<file path="config.mk">
export PLATFORM = sky130hd
export DESIGN_NAME = uart_mmio
export DESIGN_NICKNAME = d
export VERILOG_FILES = /design/src/rtl/uart_mmio.sv
export SDC_FILE = /design/constraint.sdc
export NUM_CORES = 1
export LEC_CHECK = 0
export CAP_MARGIN = 25
export CORE_AREA = 2 2 101 103
export CTS_CLUSTER_DIAMETER = 120
export CTS_CLUSTER_SIZE = 24
export DETAILED_ROUTE_END_ITERATION = 8
export DIE_AREA = 0 0 103 105
export PLACE_DENSITY_LB_ADDON = 0.12
export REMOVE_ABC_BUFFERS = 1
export SLEW_MARGIN = 40
export SYNTH_ARGS = -nofsm -noshare
export SYNTH_HDL_FRONTEND = slang
export SYNTH_SLANG_ARGS = --single-unit
</file>
<file path="constraint.sdc">
create_clock -name clk -period 2.8 [get_ports clk]
set_input_delay 0.56 -clock clk [delete_from_list [all_inputs] [get_ports clk]]
set_output_delay 0.56 -clock clk [all_outputs]
set_load 0.01 [all_outputs]
</file>
<file path="src/rtl/uart_mmio.sv">
// Memory-mapped 8N1 UART: CTRL/RX/TX word registers, TX serialiser, and an RX
// deserialiser with a one-byte holding register plus a sticky overrun flag.
module uart_mmio #(
    parameter int unsigned CLK_FREQ_HZ = 100_000_000,
    parameter int unsigned BAUD_RATE   = 115_200
) (
    input  logic        clk,
    input  logic        rst,
    input  logic        req_valid,
    output logic        req_ready,
    input  logic        req_we,
    input  logic [3:0]  req_addr,
    input  logic [31:0] req_wdata,
    output logic        rsp_valid,
    output logic [31:0] rsp_data,
    input  logic        uart_rx,
    output logic        uart_tx
);

    localparam int unsigned BIT_CYCLES = (CLK_FREQ_HZ + BAUD_RATE / 2) / BAUD_RATE;
    localparam int          CW         = $clog2(BIT_CYCLES);
    localparam logic [CW-1:0] CNT_BIT  = CW'(BIT_CYCLES - 1);
    localparam logic [CW-1:0] CNT_HALF = CW'(BIT_CYCLES / 2);

    if (BIT_CYCLES < 4) begin : g_bit_cycles_chk
        $error("uart_mmio: BIT_CYCLES must be >= 4");
    end

    typedef enum logic [1:0] {ADDR_CTRL, ADDR_RX, ADDR_TX, ADDR_NONE} uart_addr_t;
    typedef struct packed {
        logic overrun;
        logic rx_valid;
        logic tx_ready;
    } uart_ctrl_t;
    typedef enum logic [1:0] {TX_IDLE, TX_START, TX_DATA, TX_STOP} tx_state_t;
    typedef enum logic [1:0] {RX_IDLE, RX_START, RX_DATA, RX_STOP} rx_state_t;

    // ---------------- request decode ----------------
    uart_addr_t addr_sel;
    logic       rd, rd_ctrl, rd_rx, tx_wr, tx_ready;
    logic       unused_bits;

    assign req_ready   = 1'b1;
    assign addr_sel    = uart_addr_t'(req_addr[3:2]);
    assign rd          = req_valid && !req_we;
    assign rd_ctrl     = rd && (addr_sel == ADDR_CTRL);
    assign rd_rx       = rd && (addr_sel == ADDR_RX);
    assign tx_wr       = req_valid && req_we && (addr_sel == ADDR_TX) && tx_ready;
    assign unused_bits = ^{req_addr[1:0], req_wdata[31:8]};

    // ---------------- TX ----------------
    tx_state_t     tx_state, tx_state_n;
    logic [CW-1:0] tx_cnt, tx_cnt_n;
    logic [7:0]    tx_sh, tx_sh_n;
    logic [2:0]    tx_bit, tx_bit_n;

    assign tx_ready = (tx_state == TX_IDLE);

    always_ff @(posedge clk or negedge rst) begin
        if (!rst) begin
            tx_state <= TX_IDLE;
            tx_cnt   <= '0;
            tx_sh    <= '0;
            tx_bit   <= '0;
        end else begin
            tx_state <= tx_state_n;
            tx_cnt   <= tx_cnt_n;
            tx_sh    <= tx_sh_n;
            tx_bit   <= tx_bit_n;
        end
    end

    always_comb begin
        tx_state_n = tx_state;
        tx_cnt_n   = tx_cnt;
        tx_sh_n    = tx_sh;
        tx_bit_n   = tx_bit;
        uart_tx    = 1'b1;
        unique case (tx_state)
            TX_IDLE: begin
                if (tx_wr) begin
                    tx_state_n = TX_START;
                    tx_cnt_n   = CNT_BIT;
                    tx_sh_n    = req_wdata[7:0];
                end
            end
            TX_START: begin
                uart_tx = 1'b0;
                if (tx_cnt == '0) begin
                    tx_state_n = TX_DATA;
                    tx_cnt_n   = CNT_BIT;
                    tx_bit_n   = '0;
                end else begin
                    tx_cnt_n = tx_cnt - 1'b1;
                end
            end
            TX_DATA: begin
                uart_tx = tx_sh[0];
                if (tx_cnt == '0) begin
                    tx_cnt_n = CNT_BIT;
                    tx_sh_n  = {1'b0, tx_sh[7:1]};
                    tx_bit_n = tx_bit + 1'b1;
                    if (tx_bit == 3'd7) tx_state_n = TX_STOP;
                end else begin
                    tx_cnt_n = tx_cnt - 1'b1;
                end
            end
            TX_STOP: begin
                if (tx_cnt == '0) tx_state_n = TX_IDLE;
                else              tx_cnt_n   = tx_cnt - 1'b1;
            end
            default: tx_state_n = TX_IDLE;
        endcase
    end

    // ---------------- RX ----------------
    logic          rx_s1, rx_s2;
    rx_state_t     rx_state, rx_state_n;
    logic [CW-1:0] rx_cnt, rx_cnt_n;
    logic [7:0]    rx_sh, rx_sh_n;
    logic [2:0]    rx_bit, rx_bit_n;
    logic [7:0]    rx_data;
    logic          rx_valid, overrun, rx_done;

    always_ff @(posedge clk or negedge rst) begin
        if (!rst) begin
            rx_s1    <= 1'b1;
            rx_s2    <= 1'b1;
            rx_state <= RX_IDLE;
            rx_cnt   <= '0;
            rx_sh    <= '0;
            rx_bit   <= '0;
        end else begin
            rx_s1    <= uart_rx;
            rx_s2    <= rx_s1;
            rx_state <= rx_state_n;
            rx_cnt   <= rx_cnt_n;
            rx_sh    <= rx_sh_n;
            rx_bit   <= rx_bit_n;
        end
    end

    always_comb begin
        rx_state_n = rx_state;
        rx_cnt_n   = rx_cnt;
        rx_sh_n    = rx_sh;
        rx_bit_n   = rx_bit;
        rx_done    = 1'b0;
        unique case (rx_state)
            RX_IDLE: begin
                if (!rx_s2) begin
                    rx_state_n = RX_START;
                    rx_cnt_n   = CNT_HALF;
                end
            end
            RX_START: begin
                if (rx_cnt == '0) begin
                    // a line back at 1 by mid-start is a glitch, not a frame
                    rx_state_n = rx_s2 ? RX_IDLE : RX_DATA;
                    rx_cnt_n   = CNT_BIT;
                    rx_bit_n   = '0;
                end else begin
                    rx_cnt_n = rx_cnt - 1'b1;
                end
            end
            RX_DATA: begin
                if (rx_cnt == '0) begin
                    rx_cnt_n = CNT_BIT;
                    rx_sh_n  = {rx_s2, rx_sh[7:1]};
                    rx_bit_n = rx_bit + 1'b1;
                    if (rx_bit == 3'd7) rx_state_n = RX_STOP;
                end else begin
                    rx_cnt_n = rx_cnt - 1'b1;
                end
            end
            RX_STOP: begin
                if (rx_cnt == '0) begin
                    rx_state_n = RX_IDLE;
                    rx_done    = rx_s2;
                end else begin
                    rx_cnt_n = rx_cnt - 1'b1;
                end
            end
            default: rx_state_n = RX_IDLE;
        endcase
    end

    // A completing byte outranks a same-cycle clear of either flag.
    always_ff @(posedge clk or negedge rst) begin
        if (!rst) begin
            rx_data  <= '0;
            rx_valid <= 1'b0;
            overrun  <= 1'b0;
        end else begin
            if (rx_done) rx_data <= rx_sh;
            if (rx_done)    rx_valid <= 1'b1;
            else if (rd_rx) rx_valid <= 1'b0;
            if (rx_done && rx_valid && !rd_rx) overrun <= 1'b1;
            else if (rd_ctrl)                  overrun <= 1'b0;
        end
    end

    // ---------------- read response ----------------
    uart_ctrl_t  ctrl;
    logic [31:0] rd_mux;

    assign ctrl = '{overrun: overrun, rx_valid: rx_valid, tx_ready: tx_ready};

    always_comb begin
        rd_mux = '0;
        unique case (addr_sel)
            ADDR_CTRL: rd_mux = {29'b0, ctrl};
            ADDR_RX:   rd_mux = {24'b0, rx_data};
            default:   rd_mux = '0;
        endcase
    end

    always_ff @(posedge clk or negedge rst) begin
        if (!rst) begin
            rsp_valid <= 1'b0;
            rsp_data  <= '0;
        end else begin
            rsp_valid <= rd;
            if (rd) rsp_data <= rd_mux;
        end
    end

endmodule

</file>
==> impl_results.md <==
- Status: finished, final reports clean
- Starting Density: 39.15%
- Pin count of the biggest net entering global routing: 37
- Vias per cell: 5.324
- DRC Markers: 0
- GP Congestion: 0.8165
- GRT met1 Usage: 20.78%
- Worst Setup SP: tx_state[0]
- Die X: 103 µm
- Final ANT Viol Nets: 0
- Post-synth top cells: 65 x dfrtp_1, 27 x inv_1, 25 x buf_4
- Post-cts hold buffer count: 0
- Wirelength, routed: 7.913 mm
- Slowest CP cell: clkdlybuf4s50_1
- Worst path arrival time: 1900 ps
- Busiest layer in global routing: met2
- Pins Over Slew Limit: 0
- PwrDens: 743.0 nW/µm²
- Cell taking the most area after synthesis: dfrtp_1
- Crit path cell chain: inv_1, ha_1, nand2_1, o21ai_0, clkdlybuf4s50_1
- Vias in the first global route: 2729
- Ys Warns: 0
- Syn Inst Count: 355
- Top cells by area, synth: dfrtp_1 43%, mux2_2 5.7%, ha_1 5.6%
- Startpoint of the worst register-to-register path: tx_cnt[0]
- Crit share post-route: 87.79%
- Core Box Area: 9639 µm²
- Asr flop ratio synth: 100.0%
- Top FF cell, synth: dfrtp_1
- Most common cell in the netlist: dfrtp_1
- Flop2flop setup slack: 380 ps
- Grt met3 use: 3.077%
- Final setup vio count: 0
- PortBufs: 24
- #FFs+latches synth: 67
- Die Ht: 105 µm
- CP required: 2240 ps
- Rel. slew slack: 54.46%
- Initial DRC Count: 72
- Post-synth EDFFs: 0
- Core Rows: 36
- Critical path class: flop to output port
- Lkg Pwr: 1.959 nW
- Root buffer cell: clkbuf_8
- Syn Area/Cell: 10.63 µm²
- Hold Crit Class: input pin to asynchronous set/reset pin
- Worst slew pin tran: 677.4 ps
- RSZ-0062 raised after global routing: no
- Hold Slack: 148.8 ps
- Post-synth top area share: 43.10%
- Fmax: 0.4068 GHz
- Num CTS Buffers: 9
- Power Total: 3.217 mW
- GRT Util Overall: 15.40%
- Via Count: 2795
- Final hold violation count: 0
- Clock sinks: 67
- Final nets: 445
- Post-CTS setup buffer count: 0
- CP max FO: 7
- Antenna violations before repair: 0
- Die area: 10820 µm²
- Max Cap Viol: 0
- Synth Cell Area: 3774 µm²
- Startpoint types: flop
- Worst-Skew Late Latency: 340 ps
- R2R depth: 6
- I/O pins: 76
- First-pass GRT wire length: 13.28 mm
- Maximum vdd drop: 0.0003148 V
- H-tree depth: 3
- GRT overflow: 0
- CTS tree: built
- Fraction of layout cells with a size suffix above 1: 17.86%
- Yosys cell types: 66
- Max incr delay on CP: 560 ps
- Critical path capture point type: output port
- Crit path time final: 2458 ps
- Post-DP HPWL: 5.663 mm
- Setup_tns: 0 ps
- Clk_skew: 12.15 ps
- Reg2reg end: tx_sh[6]
- N_diodes: 0
- CTS clk-pin slew, worst paths: 80 ps
- TritonRoute pass-1 iters: 4
- Clock Path Buffers: 2
- DR WL/cell: 15.07 µm
- Area Overhead vs Synth: 14.75%
- Post-cts gate resize count: 0
- GRT met2 Usage: 24.30%
- Register area share after synthesis: 44.50%
-- critical path: cells and delay by family, from the launching register on --
family / cells / cell delay (ps)
compound gates: 1 / 80
fa+ha+maj: 1 / 320
buf+inv: 2 / 690
flops: 1 / 410
simple gates: 1 / 70
-- kinds of logic after synthesis --
group / after synthesis / share of synthesized area [%]
buffers and inverters: 61 / 8.820
adders and majority gates: 17 / 5.636
and+or+nand+nor: 86 / 14.29
other: 2 / 0.1990
AOI/OAI and AO/OA: 99 / 19.83
muxes: 23 / 6.731
DFF: 67 / 44.50
-- routing by layer --
layer / wire length [µm] / up-vias
met4: 12 / 0
met5: 0 / -
met2: 3826 / 71
li1: - / 1341
met1: 3830 / 1381
met3: 244 / 2
-- cell usage in the layout, fill, tap and decap left out, types with 7 or more instances in the layout --
master and count:
a31oi_1 7, nor3_1 13, inv_1 27, o21ai_0 18, nand2b_1 8, buf_4 8
clkdlybuf4s50_1 23, dfrtp_1 65, a22o_1 9, ha_1 17, clkbuf_8 9, nand2_1 9
a21oi_1 12, mux2_2 19, conb_1 25, nor2_1 16
-- worst max-delay path by stage --
stage	cells after the start	slack (ps)	end
global placement	5	190	tx_sh[6]
detailed placement	5	170	tx_sh[6]
global route	6	170	tx_sh[6]
finish	5	340	uart_tx
CTS	5	300	uart_tx
floorplan	6	770	tx_sh[6]
-- power breakdown --
part	internal, mW	switching, mW	total [mW]
registers	1.09	0.121	1.21
clock network	0.507	0.406	0.914
logic	0.470	0.625	1.10
total	2.07	1.15	3.22
-- sequential cells by signal, indices dropped and copies added (netlist names), named ones only --
register / cells
rx_cnt: 10
tx_cnt: 10
rsp_data: 8
rx_data: 8
rx_sh: 8
tx_sh: 8
rx_bit: 3
tx_bit: 3
tx_state: 2
overrun: 1
rsp_valid: 1
rx_s1: 1
rx_s2: 1
rx_state: 1
rx_valid: 1
-- final cells by class --
class                           instances  area [µm²]
Fill cell                             925        5309
Multi-Input combinational cell        250        1848
Sequential cell                        67        1679
Timing Repair Buffer                   32       310.3
Tap cell                              133       166.4
Clock buffer                            9       123.9
Clock inverter                          7       101.3
Inverter                               27       101.3
-- through the flow --
stage | utilization [%] | instances | setup slack, ps | cell area [µm²]
floorplan | - | 344 | 767.5 | 3628
global placement | 42.56 | 509 | 193.3 | 4103
detailed placement | 42.56 | 509 | 171.6 | 4103
CTS | 44.90 | 525 | 305.0 | 4328
global route | 44.92 | 525 | 174.5 | 4330
finish | 44.92 | 525 | 342.0 | 4330
Note: power is estimated with default switching activity, not from simulation.
